### src/rtl/alu_pkg.sv
// Shared definitions for the pipelined ALU: opcodes, control state encoding
// and the packed status-flag bundle.
package alu_pkg;

    localparam int OP_W = 4;

    localparam logic [OP_W-1:0] OP_ADD  = 4'd0;
    localparam logic [OP_W-1:0] OP_SUB  = 4'd1;
    localparam logic [OP_W-1:0] OP_NOTA = 4'd2;
    localparam logic [OP_W-1:0] OP_NOTB = 4'd3;
    localparam logic [OP_W-1:0] OP_GTU  = 4'd4;
    localparam logic [OP_W-1:0] OP_AND  = 4'd5;
    localparam logic [OP_W-1:0] OP_OR   = 4'd6;
    localparam logic [OP_W-1:0] OP_XOR  = 4'd7;
    localparam logic [OP_W-1:0] OP_SHL  = 4'd8;
    localparam logic [OP_W-1:0] OP_SHR  = 4'd9;
    localparam logic [OP_W-1:0] OP_MUL  = 4'd10;

    typedef enum logic {
        IDLE     = 1'b0,
        MUL_BUSY = 1'b1
    } state_t;

    typedef struct packed {
        logic z;
        logic c;
        logic v;
    } flags_t;

endpackage

### src/rtl/alu_mul_seq.sv
// Iterative shift-add unsigned multiplier: one partial-product add per clock,
// WIDTH iterations after start.
module alu_mul_seq #(
    parameter int WIDTH = 16
) (
    input  logic               clk,
    input  logic               reset_n,
    input  logic               start,
    input  logic [WIDTH-1:0]   a,
    input  logic [WIDTH-1:0]   b,
    output logic               done,
    output logic [2*WIDTH-1:0] product
);

    localparam int              CW   = $clog2(WIDTH);
    localparam logic [CW-1:0]   LAST = CW'(WIDTH - 1);

    logic [2*WIDTH-1:0] r_mcand;
    logic [2*WIDTH-1:0] r_acc;
    logic [WIDTH-1:0]   r_mplier;
    logic [CW-1:0]      r_cnt;
    logic               r_busy;
    logic [2*WIDTH-1:0] w_acc_next;

    assign w_acc_next = r_acc + (r_mplier[0] ? r_mcand : '0);

    // done and product look one iteration ahead so the caller can register
    // the final product on the same edge that performs the last iteration.
    assign done    = r_busy && (r_cnt == LAST);
    assign product = w_acc_next;

    always_ff @(posedge clk or negedge reset_n) begin
        if (!reset_n) begin
            r_mcand  <= '0;
            r_acc    <= '0;
            r_mplier <= '0;
            r_cnt    <= '0;
            r_busy   <= 1'b0;
        end else if (start) begin
            r_mcand  <= {{WIDTH{1'b0}}, a};
            r_acc    <= '0;
            r_mplier <= b;
            r_cnt    <= '0;
            r_busy   <= 1'b1;
        end else if (r_busy) begin
            r_acc    <= w_acc_next;
            r_mcand  <= r_mcand << 1;
            r_mplier <= r_mplier >> 1;
            r_cnt    <= r_cnt + 1'b1;
            if (done) begin
                r_busy <= 1'b0;
            end
        end
    end

endmodule

### src/rtl/alu_pipe.sv
// Registered ALU with valid/ready on both sides; single-cycle ops have one
// cycle of latency, MUL runs through the sequential multiplier.
module alu_pipe
    import alu_pkg::*;
#(
    parameter int WIDTH  = 16,
    parameter bit MUL_EN = 1'b1
) (
    input  logic             clk,
    input  logic             reset_n,
    input  logic             in_valid,
    output logic             in_ready,
    input  logic [OP_W-1:0]  op,
    input  logic [WIDTH-1:0] a,
    input  logic [WIDTH-1:0] b,
    output logic             out_valid,
    input  logic             out_ready,
    output logic [WIDTH-1:0] result,
    output logic             flag_z,
    output logic             flag_c,
    output logic             flag_v,
    output logic             op_err
);

    localparam int SW = $clog2(WIDTH);

    state_t             r_state;
    state_t             w_state_next;
    logic               r_out_valid;
    logic [WIDTH-1:0]   r_result;
    flags_t             r_flags;
    logic               r_op_err;

    logic               w_accept;
    logic               w_is_mul;
    logic               w_illegal;
    logic               w_mul_start;
    logic               w_mul_done;
    logic [2*WIDTH-1:0] w_product;
    logic [WIDTH-1:0]   w_bop;
    logic               w_cin;
    logic [WIDTH:0]     w_sum;
    logic               w_ovf;
    logic [SW-1:0]      w_shamt;
    logic [WIDTH-1:0]   w_alu_result;
    flags_t             w_alu_flags;

    assign in_ready    = (r_state == IDLE) && (!r_out_valid || out_ready);
    assign w_accept    = in_valid && in_ready;
    assign w_is_mul    = MUL_EN && (op == OP_MUL);
    assign w_illegal   = (op > OP_MUL) || ((op == OP_MUL) && !MUL_EN);
    assign w_mul_start = w_accept && w_is_mul;
    assign w_shamt     = b[SW-1:0];

    assign out_valid = r_out_valid;
    assign result    = r_result;
    assign flag_z    = r_flags.z;
    assign flag_c    = r_flags.c;
    assign flag_v    = r_flags.v;
    assign op_err    = r_op_err;

    // SUB shares the adder as a + ~b + 1; illegal opcodes fall through to ADD.
    always_comb begin
        w_bop = b;
        w_cin = 1'b0;
        if (op == OP_SUB) begin
            w_bop = ~b;
            w_cin = 1'b1;
        end
    end

    assign w_sum = {1'b0, a} + {1'b0, w_bop} + {{WIDTH{1'b0}}, w_cin};
    assign w_ovf = (a[WIDTH-1] == w_bop[WIDTH-1]) && (w_sum[WIDTH-1] != a[WIDTH-1]);

    always_comb begin
        w_alu_result = w_sum[WIDTH-1:0];
        w_alu_flags  = '0;
        case (op)
            OP_ADD, OP_SUB: begin
                w_alu_flags.c = w_sum[WIDTH];
                w_alu_flags.v = w_ovf;
            end
            OP_NOTA: w_alu_result = ~a;
            OP_NOTB: w_alu_result = ~b;
            OP_GTU:  w_alu_result = {{(WIDTH-1){1'b0}}, (a > b)};
            OP_AND:  w_alu_result = a & b;
            OP_OR:   w_alu_result = a | b;
            OP_XOR:  w_alu_result = a ^ b;
            OP_SHL:  w_alu_result = a << w_shamt;
            OP_SHR:  w_alu_result = a >> w_shamt;
            default: begin
                w_alu_flags.c = w_sum[WIDTH];
                w_alu_flags.v = w_ovf;
            end
        endcase
        w_alu_flags.z = (w_alu_result == '0);
    end

    always_ff @(posedge clk or negedge reset_n) begin
        if (!reset_n) begin
            r_state <= IDLE;
        end else begin
            r_state <= w_state_next;
        end
    end

    always_comb begin
        w_state_next = r_state;
        case (r_state)
            IDLE:     if (w_mul_start) w_state_next = MUL_BUSY;
            MUL_BUSY: if (w_mul_done)  w_state_next = IDLE;
            default:  w_state_next = IDLE;
        endcase
    end

    // A MUL accept drops out_valid at once; the old result was consumed
    // in the same cycle because in_ready required out_ready.
    always_ff @(posedge clk or negedge reset_n) begin
        if (!reset_n) begin
            r_out_valid <= 1'b0;
            r_result    <= '0;
            r_flags     <= '0;
            r_op_err    <= 1'b0;
        end else if (r_state == MUL_BUSY) begin
            if (w_mul_done) begin
                r_out_valid <= 1'b1;
                r_result    <= w_product[WIDTH-1:0];
                r_flags.z   <= (w_product[WIDTH-1:0] == '0);
                r_flags.c   <= |w_product[2*WIDTH-1:WIDTH];
                r_flags.v   <= 1'b0;
                r_op_err    <= 1'b0;
            end
        end else if (w_accept) begin
            if (w_is_mul) begin
                r_out_valid <= 1'b0;
            end else begin
                r_out_valid <= 1'b1;
                r_result    <= w_alu_result;
                r_flags     <= w_alu_flags;
                r_op_err    <= w_illegal;
            end
        end else if (r_out_valid && out_ready) begin
            r_out_valid <= 1'b0;
        end
    end

    alu_mul_seq #(
        .WIDTH(WIDTH)
    ) u_mul (
        .clk    (clk),
        .reset_n(reset_n),
        .start  (w_mul_start),
        .a      (a),
        .b      (b),
        .done   (w_mul_done),
        .product(w_product)
    );

endmodule
### config.mk
export PLATFORM = sky130hd
export DESIGN_NAME = alu_pipe
export DESIGN_NICKNAME = d
export VERILOG_FILES = /design/src/rtl/alu_pkg.sv /design/src/rtl/alu_mul_seq.sv /design/src/rtl/alu_pipe.sv
export SDC_FILE = /design/constraint.sdc
export NUM_CORES = 1
export LEC_CHECK = 0
export CAP_MARGIN = 20
export CORE_MARGIN = 10
export CORE_UTILIZATION = 61
export CTS_CLUSTER_SIZE = 16
export DETAILED_ROUTE_END_ITERATION = 10
export HOLD_SLACK_MARGIN = 0.08
export PLACE_DENSITY = 0.82
export SYNTH_ARGS = -nofsm -noshare
export SYNTH_HDL_FRONTEND = slang
export SYNTH_SLANG_ARGS = --single-unit
### constraint.sdc
create_clock -name clk -period 3.9 [get_ports clk]
set_clock_uncertainty 0.15 [all_clocks]
set_input_delay 0.975 -clock clk [delete_from_list [all_inputs] [get_ports clk]]
set_output_delay 0.975 -clock clk [all_outputs]
set_load 0.01 [all_outputs]
==> Word-level counts from Yosys, hierarchy flattened <==
Index checks and enable logic that the tools add are counted.
{ "word_totals": {"reg_bits": 107, "wordCells": 93} }
{ "op_classes": {"n_addsub": 4, "magnitude_cmp": 2, "n_eq_ne": 15, "shift": 2, "muxes": 35, "bitwise_logic": 6, "reduce_logical": 17} }
{ "ops": {"columns": ["op", "count"], "rows": [
  ["2-to-1 mux 32 bit", 5],
  ["one-hot mux 16 bit (8 select lines)", 1],
  ["2-to-1 mux 16 bit", 7],
  ["adder 32 bit", 1],
  ["logical NOT 16 bit", 2],
  ["inverter 16 bit", 2],
  ["adder 16 x 16 -> 17 bit", 1],
  ["adder 17 x 1 -> 17 bit", 1],
  ["AND 16 bit", 1],
  ["== test 4 x 3 -> 1 bit (second input constant)", 4],
  ["== test 4 bit (second input constant)", 4],
  ["> comparator 16 bit", 1],
  ["bitwise OR 16 bit", 1],
  ["OR reduction 16 bit", 1],
  ["<< shifter 16 x 4 -> 16 bit", 1],
  ["right shift 16 x 4 -> 16 bit", 1],
  ["XOR 16 bit", 1],
  ["2-to-1 mux 1 bit", 14],
  ["2-to-1 mux 3 bit", 4],
  ["== test 4 x 2 -> 1 bit (second input constant)", 2],
  ["2-to-1 mux 4 bit", 2],
  ["OR reduction 8 bit", 1],
  ["logical AND 1 bit", 6],
  ["adder 4 x 1 -> 4 bit (second input constant)", 1],
  ["other kinds (15)", 16]
]} }

==> Longest topological paths before layout <==
Gate-level depths: netlist of run 1.
{ "logic_depth": {"word_depth": 10, "depth_mapped": 17, "mapped_depth_nobuf": 14} }

==> Cells and area by module <==
Synthesis of run 1 repeated with hierarchy kept, for this count alone.
{ "hier_totals": {"cells_unflattened": 1287, "hier_area_um2": 10809.1} }
{ "modules_own_cells": {"columns": ["module", "instances", "cells_per_inst", "area_per_inst_um2", "seq_area_each_um2"], "rows": [
  ["alu_mul_seq", 1, 617, 5667.9, 2127.0],
  ["alu_pipe", 1, 670, 5141.2, 550.5]
]} }

==> Least setup slack after synthesis of run 1 <==
No wires, ideal clock.
{ "synth_timing": {"path_type": "in2reg", "start": "in op[1]", "end": "reg r_flags (netlist bit flag_z)", "t_arrival_ps": 4704, "required_ps": 3674, "setup_slack_ps": -1030, "path_stages": 16, "n_path_buf": 3, "cell_sequence": "buf_2 nor4b_1 buf_2 buf_1 mux2i_1 fa_1 nor2b_1 o21ai_1 nand2_1 a31oi_1 xnor2_1 a2111o_1 nand4b_1 or4_1 or4_1 o21ai_1"} }
{ "synth_between": {"elab_chain_len": 9, "word_cells_on_any_way": 21, "cone_classes": "add/sub: 2; eq/ne: 11; mux: 6; reduce/logical: 2"} }
{ "synth_rtl": {"columns": ["item", "line_no", "source"], "rows": [
  ["start: declaration", "alu_pipe.sv:13", "input logic [OP_W-1:0] op,"],
  ["== test 4 x 1 -> 1 bit", "alu_pipe.sv:66", "if (op == OP_SUB) begin"],
  ["2-to-1 mux 16 bit", "alu_pipe.sv:66", null],
  ["adder 16 x 16 -> 17 bit", "alu_pipe.sv:72", "assign w_sum = {1'b0, a} + {1'b0, w_bop} + {{WIDTH{1'b0}}, w_cin};"],
  ["adder 17 x 1 -> 17 bit", "alu_pipe.sv:72", null],
  ["one-hot mux 16 bit (8 select lines)", "alu_pipe.sv:78", "case (op)"],
  ["logical NOT 16 bit", "alu_pipe.sv:96", "w_alu_flags.z = (w_alu_result == '0);"],
  ["2-to-1 mux 3 bit", "alu_pipe.sv:134", "if (w_is_mul) begin"],
  ["2-to-1 mux 3 bit", "alu_pipe.sv:133", "end else if (w_accept) begin"],
  ["2-to-1 mux 3 bit", "alu_pipe.sv:124", "end else if (r_state == MUL_BUSY) begin"],
  ["end signal: assignment", "alu_pipe.sv:139", "r_flags <= w_alu_flags;"],
  ["end: declaration", "alu_pipe.sv:31", "flags_t r_flags;"]
]} }
Parallel ways exist; a longest one is shown, timed or not. The select of a mux whose other input is x is not followed.
A chain may end at the register's enable or synchronous reset.

==> Final worst setup path of run 1 <==
{ "layout_timing": {"start": "in b[2]", "end": "reg r_result[15], in the netlist result[15]"} }
{ "layout_between": {"elab_chain_len": 8, "word_cells_on_any_way": 10, "cone_classes": "add/sub: 2; shift: 2; mux: 5; bitwise: 1"} }
{ "layout_rtl": {"columns": ["item", "line_no", "source"], "rows": [
  ["start: declaration", "alu_pipe.sv:15", "input logic [WIDTH-1:0] b,"],
  ["inverter 16 bit", "alu_pipe.sv:67", "w_bop = ~b;"],
  ["2-to-1 mux 16 bit", "alu_pipe.sv:66", null],
  ["adder 16 x 16 -> 17 bit", "alu_pipe.sv:72", null],
  ["adder 17 x 1 -> 17 bit", "alu_pipe.sv:72", null],
  ["one-hot mux 16 bit (8 select lines) (*)", "alu_pipe.sv:78", null],
  ["2-to-1 mux 16 bit (*)", "alu_pipe.sv:134", null],
  ["2-to-1 mux 16 bit (*)", "alu_pipe.sv:133", null],
  ["2-to-1 mux 16 bit (*)", "alu_pipe.sv:124", null],
  ["end signal: assignment", "alu_pipe.sv:127", "r_result <= w_product[WIDTH-1:0];"],
  ["end signal: assignment", "alu_pipe.sv:138", "r_result <= w_alu_result;"],
  ["end: declaration", "alu_pipe.sv:30", "logic [WIDTH-1:0] r_result;"]
]} }
Mark *: on every way between the ends. The rest lies on a longest branch, timed or not. The select of a mux whose other input is x is not followed.

==> results of run 1 <==
-- synthesized netlist by cell type, drive strengths merged (22+ instances only) --
cell	count
nor2	146
a21oi	109
dfrtp	107
nand2	99
mux2i	98
ha	96
o21ai	91
inv	56
clkbuf	53
xnor2	42
and2	35
buf	27
nand3	22
-- timing repair --
| item | in CTS | in global routing |
|---|---|---|
| resized for setup | 60 | 54 |
| hold buffers | 0 | 0 |
| endpoints found under the setup margin | 11 | 10 |
| buffers inserted | 8 | 5 |
| hold endpoints to repair | 0 | 0 |
| pin swaps | 26 | 30 |
-- area by class of cell --
cell class	count	area (sq um)	share of cell area [%]
clock buffers	9	225	1.65
clock inverters	7	75.1	0.551
inverters	56	210	1.54
multi-input cells	1020	7560	55.4
flip-flops and latches	107	2680	19.7
well taps	220	275	2.02
repair buffers	315	2610	19.1
-- per-layer routing --
metal,wire length (microns),global-route usage (%),vias up
met5,0,0,-
met4,1150,11.4,0
met3,3230,5.34,81
met2,16600,48.4,555
met1,14900,41.1,5224
li1,-,-,5069
-- metrics by stage --
stage | cell area [sq um] | util, % | power [mW]
after global placement | 12800 | 77.2 | 8.52
final | 13600 | 81.9 | 10.1
after floorplan | 10400 | - | 6.33
after CTS | 13400 | 80.4 | 9.79
after detailed placement | 12800 | 77.2 | 8.73
after global routing | 13600 | 81.9 | 10.9
-- where the power goes --
part	switching (mW)	leakage (nW)	total [mW]	internal, mW
clock	0.473	0.145	0.930	0.457
combinational	3.97	4.72	7.14	3.16
sequential	0.408	1.25	2.08	1.67
-- sequential cells by signal, summed over array words and instances (netlist names), 4 cells and up --
| signal | flops |
|---|---|
| u_mul.r_acc | 32 |
| u_mul.r_mcand | 32 |
| result | 16 |
| u_mul.r_mplier | 16 |
| u_mul.r_cnt | 4 |
-- worst max-delay path by stage --
stage,start,slack (ns),endpoint
2_1_floorplan,b[1],-0.60,flag_z
3_3_place_gp,op[1],-1.14,flag_z
3_5_place_dp,op[1],-1.27,flag_z
4_1_cts,op[3],-0.26,flag_z
5_1_grt,b[2],-0.51,result[15]
6_report,b[2],-0.39,result[15]
-- worst reg2reg max path: stages, from the launching register on --
cell and delay, ns:
dfrtp_2 0.49, and2_1 0.20, ha_1 0.20, fa_2 0.36
a211oi_2 0.27, o21a_1 0.19, a211o_1 0.21, a21oi_2 0.09
a311oi_1 0.27, buf_4 0.18, xor2_1 0.19, o2111ai_1 0.16
nor4_2 0.29, buf_4 0.17, and4_1 0.19, a31oi_1 0.08
-- cell families after synthesis --
group / after synthesis
XOR/XNOR: 56
flip-flops: 107
multiplexers: 111
adder cells (fa/ha/maj): 98
buffers and inverters: 136
AND/OR/NAND/NOR: 391
AO/OA/AOI/OAI: 364
==> flow_metrics.tcl, run 1 <==
set metrics [dict create \
    global_route_wire_length_before_repair_mm 55.6 \
    clk_transition_reported_paths_ns 0.08 \
    num-nets-final 1647 \
    cts-root-to-sink-buffers 2 \
    max_clock_freq_mhz 233 \
    ys_async_rst_share_pct 100 \
    hpwl_mm 27.2 \
    synth.area.top_cells "dfrtp_1 26%, ha_1 12%, mux2i_1 9.5%" \
    critPathSlowestCell "clkdlybuf4s50_1" \
    postSynthRegisterBits 107 \
    worst-endpoint-required_ns 3.99 \
    worst_hold_path_type "register to register" \
    path_depth 17 \
    yosys_warnings 0 \
    report.final.slew_viol_count 0 \
    leading_cell_type_in_the_layout_fill_and_taps_excluded "buf_4" \
    grt_start_max_net_pins 66 \
    synth_area_leader_cell "dfrtp_1" \
    grt_remaining_overflow 0 \
    timing.rr.end "flag_c" \
    die-height_microns 150 \
    remaining_drc_errors 0 \
    hold_path_startpoint "result[14]" \
    post_synth_mux_area_share_pct 11.8 \
    design.die.area_sq_um 22600 \
    postSynthAreaPerCell_sq_um 8.21 \
    number_of_placed_instances_taps_included 1708 \
    die-width_microns 150 \
    fp-row-count 47 \
    vias 10929 \
    initial_core_util_pct 62.3 \
    fin_tns_setup_ns -1.19 \
    arrival_ns 4.39 \
    critPathMaxStageDelay_ns 0.49 \
    grt_setup_unrepaired "true" \
    drive_gt1_share_pct 24.2 \
    area_share_of_and_or_nand_nor_cells_after_synthesis_pct 17.8 \
    areaGrowthSynthToFinish_pct 31.4 \
    worst_pin_slew_ns 0.723 \
    routed_wire_length_per_instance_microns 20.7 \
    fin_cells 1734 \
    first_iter_violations 1206 \
    max_slew_margin_pct 51.8 \
    synth_cell_types 85 \
    grt_pass1_vias 10629 \
    yosys.area.top_type_share_pct 25.8 \
    syn_nets 1401 \
    worstSetupPathType "input pin to register" \
    grt_antenna_before_repair 0 \
    synth_enable_flop_cells 0 \
    timing.final.setup_violations 5 \
    r2r_setup_slack_ns 0.10 \
    total_routing_usage_reported_by_global_routing_pct 30.6 \
    clkSinkCount 107 \
    viasPerCell 6.30 \
    core_area_sq_um 16600 \
    drtPass1Iterations 6 \
    worst_hold_path.endpoint "result[14]" \
    synth_fa_ha_area_share_pct 12.0 \
    worst_hold_slack_ns 0.369 \
    drv.max_cap_violation_count 0 \
    powerDensity_nw_per_um2 744 \
    yosysSeqAreaShare_pct 25.8 \
    cp.buffers_inverters 5 \
    post_placement_setup_slack_ns -1.27 \
    power.static_leakage_nw 6.12 \
    ir_drop_worst_vdd_uv 773 \
    critPathTopFamily "compound AO/OA/AOI/OAI gates" \
    io_buffer_count 61 \
    drtAntennaViolNets 0 \
    final_min_period_over_clock_period_pct 110 \
    place.gp.congestion 1.04 \
    cts_root_cell "clkbuf_16" \
    wirelength_mm 35.9 \
    run_status "finished, violations left" \
    worstReg2RegStart "u_mul.r_mplier[0]" \
    violations "negative setup slack" \
    nFillCells 1106 \
    tritoncts_clock_tree "yes" \
    clk_latency_ns 0.36 \
    fin_ws_ns -0.394 \
    worst-r2r-cell-count 15 \
    synth_top_family_by_area "compound AO/OA/AOI/OAI gates" \
    pin_count 62 \
    dominant_register_cell_in_the_synthesized_netlist "dfrtp_1" \
    hold_depth 1 \
    mappedNetlistArea_sq_um 10400 \
    cp_cell_sequence "clkdlybuf4s50_1, inv_2, xnor2_1, ha_1, buf_4, o21a_1, o21ai_0, o21ai_2, a311o_1, a2111oi_4, a21oi_2, xnor2_1, a21oi_2, buf_4, buf_6, mux2i_1, a21oi_1" \
    antenna-diode-count 0 \
    layout_min_cycle_time_ns 4.29 \
    synth_compound_gate_area_share_pct 22.3 \
    tritoncts.num_buffers 9 \
    worst_setup_path_end_kind "register" \
    critical_path.max_fanout 3 \
    final_cell_mix "239 x buf_4, 142 x nor2_1, 105 x dfrtp_1" \
    netlist_instances 1263 \
    cp-start-kind "input pin" \
    post_synth_xor_area_fraction_pct 4.80 \
    timing.final.hold_violations 0 \
    h-tree-depth 3 \
]
No activity file was read; power rests on OpenSTA's default activity.
==> inputs of run 2 (changes only) <==
CORE_MARGIN = 5   (was 10)
CTS_CLUSTER_DIAMETER = 120   (was default)
SYNTH_HIERARCHICAL = 1   (was default)
==> flow_metrics.tcl, run 2 <==
set metrics [dict create \
    run_status "finished, violations left" \
    violations "negative setup slack" \
    die-height_microns 143 \
    yosys.area.top_type_share_pct 24.8 \
    antenna-diode-count 0 \
    ir_drop_worst_vdd_uv 525 \
    syn_nets 1425 \
    report.final.slew_viol_count 0 \
    final_min_period_over_clock_period_pct 106 \
    ys_top_cells_by_count "126 x nor2_1, 120 x nand2_1, 107 x dfrtp_1" \
    clkSinkCount 107 \
    internal_power_component_mw 3.81 \
    arrival_ns 4.25 \
    viasPerCell 6.52 \
    grt_antenna_before_repair 2 \
    powerDensity_nw_per_um2 488 \
    initial_core_util_pct 62.3 \
    max_slew_margin_pct 50.4 \
    remaining_drc_errors 0 \
    global_route_wire_length_before_repair_mm 62.8 \
    synth.most_common_cell "nor2_1" \
    yosys_warnings 6 \
    clk_latency_ns 0.36 \
    grt_setup_unrepaired "true" \
    critical_path.max_fanout 5 \
    pin_count 62 \
    routed_wire_length_per_instance_microns 22.9 \
    cts_root_cell "clkbuf_16" \
    h-tree-depth 3 \
    clk_transition_reported_paths_ns 0.08 \
    timing.final.hold_violations 0 \
    num-nets-final 1699 \
    wirelength_mm 41.0 \
    grt_remaining_overflow 0 \
    number_of_placed_instances_taps_included 1758 \
    drv.max_cap_violation_count 0 \
    first_iter_violations 1645 \
    grt_start_max_net_pins 50 \
    worst_hold_path_type "register to register" \
    power_frac_seq_pct 22.6 \
    grt_pass1_vias 11370 \
    io_buffer_count 61 \
    synth_cell_types 99 \
    worst-endpoint-required_ns 4.02 \
    leading_cell_type_in_the_layout_fill_and_taps_excluded "buf_4" \
    final_core_utilization_pct 81.2 \
    fp-row-count 48 \
    design.die.area_sq_um 20500 \
    place.gp.congestion 1.08 \
    drtAntennaViolNets 0 \
    hpwl_mm 31.6 \
    postSynthRegisterBits 107 \
    use_met3_pct 11.1 \
    layout_min_cycle_time_ns 4.13 \
    switching_share_pct 44.6 \
    design_area_sq_um 14100 \
    pwr-share-comb_pct 63.7 \
    max_clock_freq_mhz 242 \
    synth.area.top_cells "dfrtp_1 25%, ha_1 11%, mux2i_1 9.1%" \
    final_cell_mix "276 x buf_4, 123 x nor2_1, 119 x nand2_1" \
    fin_ws_ns -0.226 \
    globalRouteMet2Util_pct 60.7 \
    postSynthAreaPerCell_sq_um 8.40 \
    mappedNetlistArea_sq_um 10800 \
    worst_pin_slew_ns 0.744 \
    tritoncts_clock_tree "yes" \
    cp-start-kind "input pin" \
    net-switching-power_mw 3.06 \
    ys_async_rst_share_pct 100 \
    die-width_microns 143 \
    yosysSeqAreaShare_pct 24.8 \
    drive_gt1_share_pct 25.1 \
    tritoncts.num_buffers 9 \
    worstSetupPathType "input pin to register" \
    timing.final.setup_violations 1 \
    worst_hold_slack_ns 0.337 \
    grt_use_met1_pct 54.1 \
    power.static_leakage_nw 6.07 \
    pwr-share-clk_pct 13.8 \
    dominant_register_cell_in_the_synthesized_netlist "dfrtp_1" \
    drtPass1Iterations 7 \
    reg_top3 "u_mul/r_acc (32), u_mul/r_mcand (32)" \
    areaGrowthSynthToFinish_pct 30.4 \
    detailed_place.area_sq_um 13400 \
    synth_enable_flop_cells 0 \
    synth_area_leader_cell "dfrtp_1" \
    vias 11681 \
    core_area_sq_um 17400 \
    total_routing_usage_reported_by_global_routing_pct 39.4 \
    fin_cells 1791 \
    netlist_instances 1287 \
    cts-root-to-sink-buffers 2 \
    grt_most_used_layer "met2" \
    worst_setup_path_end_kind "register" \
]
run 2: cell count changes after synthesis, sizes merged, moves of 5 or more:
| cell | previous run | this run |
|---|---|---|
| nor2 | 146 | 128 |
| a21oi | 109 | 75 |
| nand2 | 99 | 120 |
| o22ai | 16 | 11 |
| mux2 | 5 | 14 |
| nor4 | 6 | 18 |
| nand4 | 8 | 20 |
| a22o | 2 | 16 |
| and2 | 35 | 41 |
| a211oi | 18 | 12 |
run 2: worst max-delay path, cell delays in order:
cell	delay, ns
buf_6	0.10
nor4b_4	0.29
buf_6	0.19
xnor2_2	0.07
ha_1	0.32
buf_4	0.15
buf_4	0.12
buf_4	0.14
a21oi_2	0.20
a31oi_1	0.13
xor2_1	0.16
o32ai_1	0.26
nor4b_2	0.31
nand3_1	0.12
or4b_4	0.54
o31ai_4	0.17
run 2: cells by family after synthesis:
logic type	synth area share, %
and+or+nand+nor	19.2
buffers and inverters	5.32
DFF	24.8
AOI/OAI and AO/OA	21.4
xor gates and xnor gates	4.77
adders and majority gates	11.5
muxes	13.1
run 2: worst paths after layout:
check | end | slack, ns | depth (start not counted) | from
max | flag_z | -0.23 | 16 | op[1]
max reg2reg | flag_c | 0.06 | 14 | u_mul/r_mplier[0]
min reg2reg | result[6] | 0.34 | 2 | result[6]
max in group asynchronous | result[12] | 2.43 | 2 | reset_n
min in group asynchronous | u_mul/r_mplier[10] | 0.43 | 1 | reset_n
min | result[6] | 0.34 | 2 | result[6]
run 2: stage by stage:
stage | total power [mW] | setup TNS [ns] | setup WS [ns]
2_1_floorplan | 3.98 | -0.212 | -0.212
3_3_place_gp | 5.51 | -5.90 | -0.798
3_5_place_dp | 5.65 | -7.39 | -0.903
4_1_cts | 6.66 | -0.110 | -0.110
5_1_grt | 7.23 | -0.542 | -0.373
6_report | 6.88 | -0.226 | -0.226
run 2: cell type report:
cell class | count | area, sq um
clock buffer | 11 | 233
clock inverter | 5 | 60.1
inverter | 53 | 199
fill | 1172 | 3270
multi-input combinational | 1045 | 7830
tap | 225 | 282
sequential | 107 | 2680
timing repair buffer | 345 | 2810
run 2: power groups by stage:
stage	clock, mW	combinational, mW	sequential, mW
CTS	0.952	4.17	1.54
detailed placement	0	4.09	1.56
global placement	0	3.97	1.55
finish	0.946	4.38	1.55
global route	1.00	4.65	1.58
floorplan	0	2.43	1.56
run 2: timing repair:
item	in CTS	in global routing
setup endpoints to repair	11	6
pin swaps	18	19
hold buffers	0	0
setup buffers	8	8
resized for setup	52	25
run 2: layer usage:
metal | up-vias | wire length (microns)
li1 | 5240 | -
met1 | 5577 | 16600
met2 | 735 | 17900
met3 | 127 | 4960
met4 | 2 | 1590
met5 | - | 13
==> inputs of run 3 (changes only) <==
GPL_TIMING_DRIVEN = 0   (was default)
PLACE_DENSITY = 0.84   (was 0.82)
==> flow_metrics.tcl, run 3 (synthesis gave the netlist of run 2 again) <==
set metrics [dict create \
    worst-endpoint-required_ns 4.03 \
    fin_ws_ns -0.281 \
    reg_top3 "u_mul/r_acc (32), u_mul/r_mcand (32)" \
    violations "negative setup slack" \
    worstReg2RegStart "u_mul/r_mplier[0]" \
    drv.max_cap_violation_count 0 \
    io_buffer_count 59 \
    areaGrowthSynthToFinish_pct 19.1 \
    grt_start_max_net_pins 73 \
    grt_pass1_vias 10754 \
    r2r_setup_slack_ns 0 \
    worst_setup_path_end_kind "register" \
    arrival_ns 4.31 \
    critical_path.max_fanout 5 \
    clk_latency_ns 0.36 \
    routed_wire_length_per_instance_microns 24.9 \
    run_status "finished, violations left" \
    powerDensity_nw_per_um2 511 \
    cp-start-kind "input pin" \
    number_of_placed_instances_taps_included 1572 \
    cts_root_cell "clkbuf_16" \
    grt_remaining_overflow 0 \
    cts-root-to-sink-buffers 2 \
    wirelength_mm 40.3 \
    tritoncts.num_buffers 9 \
    num-nets-final 1529 \
    design.die.area_sq_um 20500 \
    clkSinkCount 107 \
    max_slew_margin_pct 42.0 \
    worst_hold_path_type "register to register" \
    die-width_microns 143 \
    leading_cell_type_in_the_layout_fill_and_taps_excluded "nor2_1" \
    first_iter_violations 1480 \
    fp-row-count 48 \
    fin_cells 1621 \
    die-height_microns 143 \
    viasPerCell 6.88 \
    remaining_drc_errors 0 \
    worstSetupStartpoint "b[1]" \
    worst_pin_slew_ns 0.870 \
    final_min_period_over_clock_period_pct 107 \
    final_cell_mix "125 x nor2_1, 120 x nand2_1, 106 x dfrtp_1" \
    timing.final.hold_violations 0 \
    vias 11155 \
    global_route_wire_length_before_repair_mm 61.5 \
    power.static_leakage_nw 5.15 \
    h-tree-depth 3 \
    total_routing_usage_reported_by_global_routing_pct 38.9 \
    worstSetupPathType "input pin to register" \
    drtAntennaViolNets 0 \
    max_clock_freq_mhz 239 \
    drtPass1Iterations 6 \
    timing.final.setup_violations 1 \
    ir_drop_worst_vdd_uv 485 \
    hold_path_startpoint "op_err" \
    pin_count 62 \
    drive_gt1_share_pct 17.0 \
    core_area_sq_um 17400 \
    clk_transition_reported_paths_ns 0.08 \
    grt_antenna_before_repair 0 \
    hpwl_mm 30.2 \
    place.gp.congestion 1.04 \
    grt_setup_unrepaired "true" \
    report.final.slew_viol_count 0 \
    layout_min_cycle_time_ns 4.18 \
    worst_hold_slack_ns 0.341 \
    initial_core_util_pct 62.3 \
    nFillCells 1325 \
    tritoncts_clock_tree "yes" \
    antenna-diode-count 0 \
]
==> run 3: cell count changes in the layout (fill, tap and decap cells not counted), moves of 4 or more <==
cell / before / now
inv_2: 6 / 0
clkbuf_2: 0 / 10
buf_2: 4 / 19
nor4_1: 14 / 10
a21oi_1: 68 / 64
ha_2: 1 / 10
buf_4: 276 / 49
ha_1: 93 / 86
clkdlybuf4s15_2: 0 / 14
clkdlybuf4s50_1: 46 / 24
clkbuf_1: 2 / 28
==> run 3: repair_timing <==
action                                  CTS  global route
endpoints found under the setup margin   88            30
hold buffers                              0             0
resized for setup                       158            62
setup buffers                            32            13
cloned                                    0             0
pin swaps                                30            30
==> run 3: worst max-delay path, stage by stage <==
cell             delay (ns)
clkdlybuf4s15_2        0.21
buf_6                  0.13
buf_12                 0.12
buf_4                  0.16
buf_4                  0.13
mux2i_1                0.18
mux2_2                 0.22
o21ai_1                0.13
a221oi_1               0.58
o311ai_1               0.37
and4bb_2               0.38
nand3_1                0.08
or4b_4                 0.49
o31ai_2                0.17
==> run 3: metal layers <==
layer	GRT usage, %	share of wire, %	vias to the layer above
li1	-	-	4912
met1	54.0	40	5379
met2	57.7	42	734
met3	11.1	13	130
met4	14.5	4.4	0
met5	0	0	-
==> run 3: worst paths after layout <==
check	cells after the start	end
setup / recovery	14	flag_z
hold / removal	2	op_err
setup reg to reg	14	flag_z
hold reg to reg	2	op_err
max in group asynchronous	2	u_mul/r_acc[10]
min in group asynchronous	1	u_mul/r_mplier[5]
==> run 3: power by group <==
group | internal, mW | total [mW] | switching (mW)
registers | 1.36 | 1.55 | 0.186
logic | 1.65 | 4.06 | 2.41
clock network | 0.522 | 0.971 | 0.449
total | 3.53 | 6.58 | 3.04
==> run 3: final cells by class <==
class / count / area [sq um] / share of cell area, %
Multi-Input combinational cell: 1045 / 8000 / 62.1
Sequential cell: 107 / 2680 / 20.8
Timing Repair Buffer: 106 / 960 / 7.45
Buffer: 69 / 437 / 3.39
Tap cell: 225 / 282 / 2.19
Clock buffer: 10 / 239 / 1.86
Inverter: 53 / 213 / 1.65
Clock inverter: 6 / 70.1 / 0.544
==> run 3: stage by stage <==
| stage | area [sq um] | power, mW | setup slack, ns | utilization (%) | setup TNS (ns) |
|---|---|---|---|---|---|
| 2_1_floorplan | 10900 | 3.98 | -0.212 | - | -0.212 |
| 3_3_place_gp | 11700 | 5.01 | -2.24 | 67.6 | -290.85 |
| 3_5_place_dp | 11800 | 5.10 | -1.61 | 67.7 | -53.94 |
| 4_1_cts | 12600 | 6.23 | -0.141 | 72.7 | -0.141 |
| 5_1_grt | 12900 | 6.92 | -0.300 | 74.2 | -0.491 |
| 6_report | 12900 | 6.58 | -0.281 | 74.2 | -0.281 |
